$ cat src/rtl/riscv_register_file_pkg.sv
// Shared widths, types and address helpers for the RISC-V integer register file.
package riscv_register_file_pkg;

  localparam int XLEN          = 32;
  localparam int REG_ADDR_W    = 5;
  localparam int NUM_ARCH_REGS = 1 << REG_ADDR_W;

  typedef logic [XLEN-1:0]       xlen_t;
  typedef logic [REG_ADDR_W-1:0] reg_addr_t;

  localparam reg_addr_t REG_X0 = '0;

  // True for an index that names real, writable storage: not x0 and below NUM_REGS.
  function automatic logic reg_in_range(input reg_addr_t addr, input int num_regs);
    return (addr != REG_X0) && (int'(addr) < num_regs);
  endfunction

endpackage

$ cat src/rtl/riscv_register_file_scoreboard.sv
// Busy scoreboard: one bit per destination in flight, with flush/issue/write-back priority
// and per-source-port hazard outputs that already account for a same-cycle write-back.
module riscv_register_file_scoreboard
  import riscv_register_file_pkg::*;
#(
  parameter int NUM_REGS = 32
) (
  input  logic      i_clk,
  input  logic      i_rstn,
  input  logic      i_issue,
  input  reg_addr_t i_issue_rd_addr,
  input  logic      i_wb_en,
  input  reg_addr_t i_wb_addr,
  input  logic      i_flush,
  input  reg_addr_t i_rs1_addr,
  input  reg_addr_t i_rs2_addr,
  output logic      o_rs1_hazard,
  output logic      o_rs2_hazard
);

  logic [NUM_ARCH_REGS-1:0] r_busy;
  logic [NUM_ARCH_REGS-1:0] w_busy_nxt;

  // NOTE: every always_comb output gets a default first, so no path can infer a latch.
  always_comb begin
    w_busy_nxt = r_busy;
    if (i_flush) begin
      w_busy_nxt = '0;
    end else begin
      if (i_wb_en && reg_in_range(i_wb_addr, NUM_REGS))
        w_busy_nxt[i_wb_addr] = 1'b0;
      // Applied after the clear: a new producer issued alongside the old one's write-back wins.
      if (i_issue && reg_in_range(i_issue_rd_addr, NUM_REGS))
        w_busy_nxt[i_issue_rd_addr] = 1'b1;
    end
  end

  // NOTE: state is updated only with non-blocking assignments inside always_ff.
  always_ff @(posedge i_clk or negedge i_rstn) begin
    if (!i_rstn) r_busy <= '0;
    else         r_busy <= w_busy_nxt;
  end

  always_comb begin
    o_rs1_hazard = reg_in_range(i_rs1_addr, NUM_REGS) && r_busy[i_rs1_addr]
                   && !(i_wb_en && (i_wb_addr == i_rs1_addr));
    o_rs2_hazard = reg_in_range(i_rs2_addr, NUM_REGS) && r_busy[i_rs2_addr]
                   && !(i_wb_en && (i_wb_addr == i_rs2_addr));
  end

endmodule

$ cat src/rtl/riscv_register_file.sv
// Architectural integer register file: two registered read ports with write-first bypass,
// one write-back port, and a busy scoreboard that stalls reads of in-flight destinations.
module riscv_register_file
  import riscv_register_file_pkg::*;
#(
  parameter xlen_t REGISTER_INIT = '0,
  parameter int    NUM_REGS      = 32
) (
  input  logic      i_clk,
  input  logic      i_rstn,
  input  logic      i_rd_req,
  input  reg_addr_t i_rs1_addr,
  input  reg_addr_t i_rs2_addr,
  output logic      o_rd_ready,
  output xlen_t     o_rs1_data,
  output xlen_t     o_rs2_data,
  output logic      o_rd_valid,
  input  logic      i_issue,
  input  reg_addr_t i_issue_rd_addr,
  input  logic      i_wb_en,
  input  reg_addr_t i_wb_addr,
  input  xlen_t     i_wb_data,
  input  logic      i_flush
);

  xlen_t r_regs [NUM_ARCH_REGS];
  xlen_t w_rs1_val;
  xlen_t w_rs2_val;
  logic  w_wb_write;
  logic  w_rs1_hazard;
  logic  w_rs2_hazard;

  assign w_wb_write = i_wb_en && reg_in_range(i_wb_addr, NUM_REGS);

  // NOTE: this array is reset on purpose (architectural init value), which keeps it in flops.
  always_ff @(posedge i_clk or negedge i_rstn) begin
    if (!i_rstn) begin
      for (int i = 0; i < NUM_ARCH_REGS; i++)
        r_regs[i] <= (i == 0) ? '0 : REGISTER_INIT;
    end else if (w_wb_write) begin
      r_regs[i_wb_addr] <= i_wb_data;
    end
  end

  // Write-first bypass; x0 and indices beyond NUM_REGS always read zero.
  assign w_rs1_val = !reg_in_range(i_rs1_addr, NUM_REGS)          ? '0 :
                     (w_wb_write && (i_wb_addr == i_rs1_addr))    ? i_wb_data :
                                                                    r_regs[i_rs1_addr];
  assign w_rs2_val = !reg_in_range(i_rs2_addr, NUM_REGS)          ? '0 :
                     (w_wb_write && (i_wb_addr == i_rs2_addr))    ? i_wb_data :
                                                                    r_regs[i_rs2_addr];

  riscv_register_file_scoreboard #(
    .NUM_REGS (NUM_REGS)
  ) u_scoreboard (
    .i_clk           (i_clk),
    .i_rstn          (i_rstn),
    .i_issue         (i_issue),
    .i_issue_rd_addr (i_issue_rd_addr),
    .i_wb_en         (i_wb_en),
    .i_wb_addr       (i_wb_addr),
    .i_flush         (i_flush),
    .i_rs1_addr      (i_rs1_addr),
    .i_rs2_addr      (i_rs2_addr),
    .o_rs1_hazard    (w_rs1_hazard),
    .o_rs2_hazard    (w_rs2_hazard)
  );

  assign o_rd_ready = i_rd_req && !(w_rs1_hazard || w_rs2_hazard);

  always_ff @(posedge i_clk or negedge i_rstn) begin
    if (!i_rstn) begin
      o_rs1_data <= '0;
      o_rs2_data <= '0;
      o_rd_valid <= 1'b0;
    end else if (o_rd_ready) begin
      o_rs1_data <= w_rs1_val;
      o_rs2_data <= w_rs2_val;
      o_rd_valid <= 1'b1;
    end else begin
      o_rd_valid <= 1'b0;
    end
  end

endmodule
$ cat config.mk
export PLATFORM = sky130hd
export DESIGN_NAME = riscv_register_file
export DESIGN_NICKNAME = d
export VERILOG_FILES = /design/src/rtl/riscv_register_file_pkg.sv /design/src/rtl/riscv_register_file_scoreboard.sv /design/src/rtl/riscv_register_file.sv
export SDC_FILE = /design/constraint.sdc
export NUM_CORES = 2
export LEC_CHECK = 0
export BUFFER_PORTS_ARGS = -buffer_cell sky130_fd_sc_hd__buf_2
export CORE_MARGIN = 2
export CORE_UTILIZATION = 57
export DETAILED_ROUTE_END_ITERATION = 7
export GPL_TIMING_DRIVEN = 0
export PLACE_DENSITY = 0.77
export SKIP_LAST_GASP = 1
export SYNTH_ARGS = -nofsm -noshare
export SYNTH_HDL_FRONTEND = slang
export SYNTH_SLANG_ARGS = --single-unit
$ cat constraint.sdc
create_clock -name i_clk -period 2.79 [get_ports i_clk]
set_input_delay 0.558 -clock i_clk [delete_from_list [all_inputs] [get_ports i_clk]]
set_output_delay 0.558 -clock i_clk [all_outputs]
set_load 0.01 [all_outputs]
==> impl_metrics.ini <==
[route]
route.detailed.drc = 0
wl_met1_um = 81200
avgRoutedWirePerCell_um = 40.2
dr_wl_met3_um = 39900
drt_first_pass_iters = 6
highest_layer = met5
routed_via_density = 7.46
routed-wl-met2_um = 93700
wl_um = 234000
route.vias.total = 43479
drtAntennaViolNets = 0
drtIter0Drc = 7425

[yosys]
synthesis.nets = 4132
synth_top_area_share_pct = 47.4
synth_edf_count = 0
yosys-top-cells-count = 1,121 x dfrtp_1, 1,054 x mux2_2, 456 x mux4_2
synth-async-reset-ratio_pct = 100
synth_area_leaders = dfrtp_1 47%, mux2_2 20%, mux4_2 17%
ys_seq_area_share_pct = 47.4
ys.flop_type = dfrtp_1
ys_seq_elements = 1121
yosysUniqueCellTypes = 51
ys_warn_count = 0
synth_most_common_cell = dfrtp_1
synthesis.area_mm2 = 0.0592
synth_top_cell_by_area = dfrtp_1
avgSynthCellArea_um2 = 14.5
synthCells = 4074

[worst_setup_path]
critical_path.slowest_cell = mux4_2
critical_path_class = flop to output pin
cpPeakStageDelay_ns = 0.53
start_kind = flop
path_max_fanout = 6
path_delay_family = compound AO/OA/AOI/OAI gates
crit_required_ns = 2.23
cp_data_arrival_time_ns = 2.96
endpoint_kind = output pin
path_cells = mux4_2 > o32ai_2 > nor2_1 > a311oi_2 > o32ai_2 > buf_6 > buf_12 > clkinv_4 > buf_6
critPathBufInv = 4

[timing]
hold_ws_ns = -0.199
max_freq_ghz = 0.284
setup_slack_ns = -0.730
period_share_pct = 126
fin_skew_ns = 0.0308
tightest_slew_ns = 1.27
hold_violations = 100
period_needed_ns = 3.52
rsz0062_at_grt = true
drv_slew = 0
slew_headroom_pct = 15.5
setup_viol = 176

[floorplanning]
rows = 118
die_area_mm2 = 0.106
num_io_pins = 124
die_h_um = 326
fp.dieW_um = 326
start_util_pct = 57.4
coreArea_mm2 = 0.103

[placement]
io_buffers = 115
placed_area_mm2 = 0.0618
dp_hpwl_um = 163000
dp_slack_ns = -2.17
place_congestion = 1.08

[clock_tree]
numClockSinks = 1121
clkLatencyLatePin_ns = 0.74
htreeDepth = 3
cts_buffers = 118
cts_tree = built
clk_pin_slew_ns = 0.06
clockBufferDepth = 3
cts-root-buf = clkbuf_16

[grt]
grt_max_degree = 168
grt_pass1_wl_um = 324000
grt_pass1_vias = 42250
antenna_found_initial = 18
grt_overflow = 0
grt_usage_pct = 43.9

[cells_and_area]
nFillCells = 7288
final_area_mm2 = 0.0675
fin_nets = 4394
drive_gt1_share_pct = 49.1
area_growth_syn_to_layout_pct = 14.0
fin_util_pct = 65.4

[flow_run]
cap_violations = 0

[power_and_ir_drop]
cellPowerDensity_mw_per_mm2 = 743
p_leak_nw = 29.7
ir_drop_v = 0.000579

[worst_hold_path]
min_path_type = input port to async pin

[run_status]
violations = hold timing, setup timing
outcome = finished with violations
## final timing paths
check	startpoint	end	slack [ns]	depth (start not counted)
hold reg to reg	r_regs[1005]	r_regs[1005]	0.48	1
setup / recovery	u_scoreboard.r_busy[1]	o_rd_ready	-0.73	9
max in group asynchronous	i_rstn	r_regs[706]	0.64	4
hold / removal	i_rstn	r_regs[189]	-0.20	1
min in group i_clk	i_flush	u_scoreboard.r_busy[31]	0.08	2
setup reg to reg	u_scoreboard.r_busy[1]	o_rs2_data[30]	0	9
## worst reg2reg max path, delay by kind of cell (launching register included)
family	cells	cell delay, ns
mux	2	0.82
compound gates	3	0.73
buf+inv	3	0.63
flops	1	0.40
simple gates	1	0.10
## what timing repair did
action | CTS | global route
endpoints found under the hold margin | 100 | 100
setup buffers | 2 | 21
gates cloned | 0 | 1
pin swaps | 2 | 9
setup endpoints to repair | 433 | 510
resized for setup | 334 | 169
## flip-flops by register name, indices dropped and copies added, names as in the netlist
name,cells
r_regs,1024
o_rs1_data,32
o_rs2_data,32
u_scoreboard.r_busy,32
o_rd_valid,1
## cell type report
cell class / instances / area [µm²] / share of cell area [%]
sequential: 1121 / 28100 / 41.6
multi-input combinational: 2485 / 29700 / 44.0
clock buffer: 182 / 3640 / 5.39
tap: 1380 / 1730 / 2.56
inverter: 16 / 65.1 / 0.0964
antenna: 14 / 35.0 / 0.0519
clock inverter: 35 / 388 / 0.575
buffer: 448 / 2840 / 4.21
timing repair buffer: 146 / 1020 / 1.52
## cells by family (layout without fill, tap and decap cells)
group / count (synthesis) / in the layout / share of synthesized area, %
multiplexers: 1803 / 1803 / 42.5
flip-flops: 1121 / 1121 / 47.4
buffers and inverters: 468 / 827 / 3.41
AND/OR/NAND/NOR: 338 / 338 / 2.68
AO/OA/AOI/OAI: 334 / 334 / 3.93
XOR/XNOR: 10 / 10 / 0.148
other: 0 / 14 / 0
## per-layer routing
metal,track usage [%],up-vias
met5,0,-
met3,23.8,924
met1,56.0,22584
li1,-,16175
met2,57.6,3769
met4,28.2,27
## cells in the final DEF (no fill, tap or decap), types with 11 or more instances in the layout
cell	instances
and3_1	22
diode_2	14
a21oi_1	35
clkbuf_16	124
inv_1	14
dfrtp_1	1121
clkbuf_8	36
a221o_1	15
buf_12	15
mux2i_1	272
clkinv_2	20
buf_1	46
nor2_1	100
clkbuf_1	201
buf_8	14
clkbuf_2	80
buf_6	46
nor3_1	31
buf_2	134
buf_16	14
buf_4	40
o21ai_0	23
nand3_1	27
o22ai_1	82
mux2_2	1054
mux4_2	456
o22ai_2	12
clkbuf_4	26
a22oi_1	104
nor2_2	14
nand2_1	69
nor3_2	11
## through the flow
stage | TNS [ns] | hold slack [ns] | cells | total power [mW]
global placement | - | 0.457 | 5569 | 32.2
detailed placement | -704.02 | 0.467 | 5577 | 32.7
floorplan | 0 | 0.262 | 4074 | 28.4
CTS | -1.33 | -0.187 | 5792 | 49.2
finish | -8.81 | -0.199 | 5827 | 50.1
global route | -1.49 | -0.140 | 5815 | 51.3
## report_power, final
| group | switching [mW] | internal [mW] |
|---|---|---|
| Combinational | 5.74 | 6.02 |
| Sequential | 2.44 | 19.4 |
| Clock | 6.98 | 9.57 |
(Power assumes the default switching activity.)
